<file path="src/rtl/uart_tx_arbiter.sv">
// Round-robin arbiter that shares one multi-byte UART TX push port between NREQ frame sources.
// Optional frame header byte {4'hA, grant id} is enabled by defining UART_TX_ARB_HDR_EN.
module uart_tx_arbiter #(
  parameter int unsigned NREQ = 4,
  parameter int unsigned N    = 8
) (
  input  logic                           clk,
  input  logic                           rst,
  input  logic [NREQ-1:0]                req_valid_i,
  input  logic [NREQ*$clog2(N+1)-1:0]    req_len_i,
  input  logic [NREQ*N*8-1:0]            req_data_i,
  output logic [NREQ-1:0]                req_ack_o,
  output logic [N*8-1:0]                 data_o,
  output logic [$clog2(N+1)-1:0]         push_o,
  input  logic [$clog2(N+1)-1:0]         can_push_i,
  output logic                           busy_o,
  output logic [$clog2(NREQ)-1:0]        grant_id_o
);

  localparam int unsigned LW = $clog2(N+1);
  localparam int unsigned GW = $clog2(NREQ);
`ifdef UART_TX_ARB_HDR_EN
  localparam int unsigned NB = N + 1;
`else
  localparam int unsigned NB = N;
`endif
  localparam int unsigned RW = $clog2(NB+1);

  localparam logic [0:0] S_IDLE = 1'b0;
  localparam logic [0:0] S_SEND = 1'b1;

  logic [0:0]      state_q, state_d;
  logic [GW-1:0]   rr_ptr_q, rr_ptr_d;
  logic [RW-1:0]   rem_q, rem_d;
  logic [NB*8-1:0] buf_q, buf_d;
  logic [NREQ-1:0] ack_d;
  logic [GW-1:0]   gid_d;

  logic [LW-1:0]   len_a  [NREQ];
  logic [N*8-1:0]  data_a [NREQ];
  logic            found;
  logic [GW-1:0]   g;
  logic [GW:0]     sum;
  logic [RW-1:0]   len_cl;
  logic [RW-1:0]   k;

  // Split the flat request buses into per-requester lanes
  always_comb begin
    for (int r = 0; r < NREQ; r++) begin
      len_a[r]  = req_len_i[r*LW +: LW];
      data_a[r] = req_data_i[r*N*8 +: N*8];
    end
  end

  // First valid requester at or after rr_ptr, wrapping
  always_comb begin
    found = 1'b0;
    g     = rr_ptr_q;
    sum   = '0;
    for (int unsigned i = 0; i < NREQ; i++) begin
      sum = {1'b0, rr_ptr_q} + (GW+1)'(i);
      if (sum >= (GW+1)'(NREQ)) sum = sum - (GW+1)'(NREQ);
      if (!found && req_valid_i[GW'(sum)]) begin
        found = 1'b1;
        g     = GW'(sum);
      end
    end
  end

  // Clamped frame length of the winner, plus the header byte when enabled
  always_comb begin
    len_cl = (len_a[g] > LW'(N)) ? RW'(N) : RW'(len_a[g]);
`ifdef UART_TX_ARB_HDR_EN
    len_cl = len_cl + RW'(1);
`endif
  end

  // Bytes pushed this cycle: limited by remaining bytes, free slots and port width
  always_comb begin
    k = (RW'(can_push_i) < rem_q) ? RW'(can_push_i) : rem_q;
    if (k > RW'(N)) k = RW'(N);
  end

  assign push_o = (state_q == S_SEND) ? LW'(k) : '0;
  assign data_o = (state_q == S_SEND) ? buf_q[N*8-1:0] : '0;
  assign busy_o = (state_q == S_SEND);

  always_comb begin
    state_d  = state_q;
    rr_ptr_d = rr_ptr_q;
    rem_d    = rem_q;
    buf_d    = buf_q;
    ack_d    = '0;
    gid_d    = grant_id_o;
    case (state_q)
      S_IDLE: begin
        // Hold off one cycle after a zero-length ack so the same frame is not granted twice
        if (found && !(|req_ack_o)) begin
`ifdef UART_TX_ARB_HDR_EN
          buf_d = {data_a[g], 4'hA, 4'(g)};
`else
          buf_d = data_a[g];
`endif
          rem_d    = len_cl;
          gid_d    = g;
          ack_d[g] = 1'b1;
          rr_ptr_d = ({1'b0, g} == (GW+1)'(NREQ-1)) ? '0 : g + GW'(1);
          if (len_cl != '0) state_d = S_SEND;
        end
      end
      S_SEND: begin
        buf_d = buf_q >> {k, 3'b000};
        rem_d = rem_q - k;
        if (rem_q == k) state_d = S_IDLE;
      end
      default: state_d = S_IDLE;
    endcase
  end

  always_ff @(posedge clk) begin
    if (rst) begin
      state_q    <= S_IDLE;
      rr_ptr_q   <= '0;
      rem_q      <= '0;
      buf_q      <= '0;
      req_ack_o  <= '0;
      grant_id_o <= '0;
    end else begin
      state_q    <= state_d;
      rr_ptr_q   <= rr_ptr_d;
      rem_q      <= rem_d;
      buf_q      <= buf_d;
      req_ack_o  <= ack_d;
      grant_id_o <= gid_d;
    end
  end

endmodule
</file>
<file path="config.mk">
export PLATFORM = sky130hd
export DESIGN_NAME = uart_tx_arbiter
export DESIGN_NICKNAME = d
export VERILOG_FILES = /design/src/rtl/uart_tx_arbiter.sv
export SDC_FILE = /design/constraint.sdc
export NUM_CORES = 1
export LEC_CHECK = 0
export ABC_AREA = 1
export CAP_MARGIN = 10
export CELL_PAD_IN_SITES_DETAIL_PLACEMENT = 0
export CELL_PAD_IN_SITES_GLOBAL_PLACEMENT = 1
export CORE_MARGIN = 2
export CORE_UTILIZATION = 25
export CTS_CLUSTER_DIAMETER = 120
export CTS_CLUSTER_SIZE = 16
export DETAILED_ROUTE_END_ITERATION = 12
export PLACE_DENSITY_LB_ADDON = 0.1
export SETUP_SLACK_MARGIN = 0.02
export SYNTH_ARGS = -nofsm -noshare
export SYNTH_HDL_FRONTEND = slang
export SYNTH_SLANG_ARGS = --single-unit
</file>
<file path="constraint.sdc">
create_clock -name clk -period 7.42 [get_ports clk]
set_clock_uncertainty 0.05 [all_clocks]
set_input_delay 1.484 -clock clk [delete_from_list [all_inputs] [get_ports clk]]
set_output_delay 1.484 -clock clk [all_outputs]
set_load 0.05 [all_outputs]
</file>
==> Implementation_results.wiki <==
{| class="wikitable"
! Metric !! Value
|-
| Run status || complete, no violations
|-
| Clock root buffer || clkbuf_16
|-
| Unrepaired setup endpoints after global routing || no
|-
| Most used cells in the layout excluding fill and tap cells || nand2_1 (592), clkdlybuf4s50_1 (355), nand3_1 (232), inv_1 (170), nor2_1 (104)
|-
| First DRT Iteration DRCs || 820
|-
| Setup slack on the worst flop-to-flop path || 3120 ps
|-
| Fraction of power consumed by sequential logic || 0.116
|-
| Met2 WL || 18.6 mm
|-
| Area of the multi-input gates || 0.00560 mm²
|-
| GRT Total Usage || 0.232
|-
| Per-cell via count in the routed design || 4.73
|-
| Count of final setup violators || 0
|-
| NumNets Final || 2153
|-
| Final setup slack of the worst path || 1550 ps
|-
| Post-synthesis instance area || 0.00828 mm²
|-
| Clk pwr share || 0.079
|-
| Final Hold Vio Count || 0
|-
| Met1 Wirelength || 17.8 mm
|-
| Initial standard-cell utilization of the core || 0.254
|-
| Routed Wire Length || 40.3 mm
|-
| MaxCap Viol Count || 0
|-
| Wire length of the first global-routing pass || 61.4 mm
|-
| Number of placement rows || 66
|-
| Number of search-and-repair iterations in the first detailed-routing pass || 7
|-
| Flops & latches, synth || 77
|-
| Total number of clock tree sinks || 77
|-
| CTS buffer count || 9
|-
| Number of nets with antenna violations after routing || 0
|-
| Slew headroom || 0.221
|-
| Power per standard cell area || 481 mW/mm²
|-
| Core region area || 0.0325 mm²
|-
| Logic pwr share || 0.805
|-
| Pleak || 5.93 nW
|-
| Floorplan die width || 186 µm
|-
| Nature of the critical path endpoint || output pin
|-
| Sum Neg Setup Slack || 0 ps
|-
| Height of the die || 186 µm
|-
| Pin count of the biggest net entering global routing || 92
|-
| Synth cell types || 42
|-
| Ant diodes || 0
|-
| Number of synthesized flops with an enable pin || 0
|-
| Initial antenna violation count || 0
|-
| Share of the clock period used by the worst path after layout || 0.791
|-
| Dominant synthesized flop cell || dfxtp_1
|-
| HPWL after detailed placement || 30.7 mm
|-
| Post-synthesis instance total || 1573
|-
| Post-CTS setup repair buffer count || 0
|-
| Cell area after placement || 0.0121 mm²
|-
| Number of levels in the clock H-tree || 3
|-
| Req. time, crit path || 5890 ps
|-
| Clock transition at the register clock pins on the worst setup and hold paths after CTS || 70 ps
|-
| Vias in the first global route || 10587
|-
| Maximum number of buffers from clock root to sink || 2
|-
| Share of flip-flops with an asynchronous set or reset || 0
|-
| Proportion of layout cells with a drive suffix above 1 || 0.0413
|-
| Vias after detailed routing || 10900
|-
| Residual DRC || 0
|-
| GP Congestion || 0.867
|-
| Placement Setup Slack || 1550 ps
|-
| Sum of overflow across all layers after global routing || 0
|-
| Post-synthesis sequential area ratio || 0.186
|-
| Number of nets in the synthesized netlist || 1868
|-
| Topmost layer with routed signal wires || met4
|-
| Worst-skew pair later-pin latency || 360 ps
|-
| Per-instance average area after synthesis || 5.26 µm²
|-
| Layout overhead on the synthesized area || 49.5%
|-
| Routed wire length on met3 || 2.94 mm
|-
| Final cell area excluding filler cells || 0.0124 mm²
|-
| Worst min-delay path category || reg2reg
|-
| Post-CTS Hold Buffers || 0
|-
| Clock tree from TritonCTS || built
|-
| Sort of element at the start of the critical path || input port
|-
| Category of the most critical setup path || in2out
|-
| CTS-repair resized insts || 0
|-
| Cell internal pwr || 2.27 mW
|-
| Count of pins on the block boundary || 357
|-
| Final period demand of the worst path || 5870 ps
|-
| CP Max Fanout || 9
|-
| Switching power summed over all nets || 3.68 mW
|-
| Fmax || 170 MHz
|-
| Most common cell after layout, fill and taps aside || nand2_1
|-
| Mean routed wirelength per cell || 17.5 µm
|-
| Final Max Slew Viols || 0
|-
| Arr. time, crit path || 4330 ps
|-
| Maximum vdd drop || 0.324 mV
|-
| Sequential Area || 0.00154 mm²
|-
| Number of filler instances in the final layout || 3759
|-
| Actual slew at the worst max-slew pin || 1170 ps
|-
| Number of warnings reported in the yosys synthesis log || 0
|-
| Count of input and output buffers || 356
|-
| Fraction of power spent switching nets || 0.618
|-
| Die Area || 0.0346 mm²
|}
-- state kept, by name (all words and copies together), names as in the netlist --
register / flops
buf_q: 64
rr_ptr_q: 2
grant_id_o: 2
busy_o: 1
req_ack_o: 4
rem_q: 4
-- synth_stat cells (13+ instances only) --
cell type	number	area (µm²)
nand2_1	592	2220
buf_2	39	195
nand4_1	13	81.3
inv_1	170	638
or2_2	19	119
dfxtp_1	77	1540
o211ai_1	32	240
o21ai_0	91	455
nand3_1	232	1160
nor2_1	104	390
a21oi_1	48	240
clkbuf_1	45	169
-- kinds of logic after synthesis --
family,after synthesis,share of synthesized area
AND/OR/NAND/NOR,998,0.514
buffers and inverters,279,0.138
AO/OA/AOI/OAI,204,0.139
flip-flops,77,0.186
adder cells (fa/ha/maj),13,0.0206
XOR/XNOR,2,0.00212
-- power groups by stage --
stage	combinational, mW	sequential [mW]	clock (mW)
floorplan	3.35	0.704	0
global placement	4.84	0.704	0
global route	5.39	0.711	0.497
detailed placement	4.84	0.702	0
finish	4.79	0.693	0.468
CTS	4.86	0.694	0.481
-- per-layer routing --
metal,vias up,global-route usage
met5,-,0
met4,0,0.0627
met3,34,0.0442
met2,379,0.399
met1,4907,0.296
li1,5580,-
-- per-stage QoR --
step           hold WS (ps)  power [mW]  utilization  std cells
2_1_floorplan           440        4.05            -       1573
3_3_place_gp            456        5.54        0.371       2289
3_5_place_dp            456        5.54        0.371       2289
4_1_cts                 477        6.04        0.380       2305
5_1_grt                 517        6.60        0.380       2305
6_report                471        5.95        0.380       2305
-- worst paths after layout --
kind                  from             to  cells after the start
max          can_push_i[3]      push_o[2]                     10
min          grant_id_o[0]  grant_id_o[0]                      2
max reg2reg       rem_q[1]       rem_q[1]                     17
min reg2reg  grant_id_o[0]  grant_id_o[0]                      2
-- final cells by class --
class | count | area share
repair buffers | 375 | 0.299
well taps | 442 | 0.0447
clock inverters | 6 | 0.00576
clock buffers | 10 | 0.0185
flip-flops and latches | 77 | 0.125
multi-input cells | 1217 | 0.453
inverters | 178 | 0.0542
-- critical path, cell delays in order --
cell and delay (ps):
clkdlybuf4s50_1 520, inv_1 60, ha_1 310, a21oi_1 230
nand2_1 140, o21ai_1 340, inv_1 100, nor2_1 100
buf_4 200, clkdlybuf4s50_1 850
(Power assumes the default switching activity.)
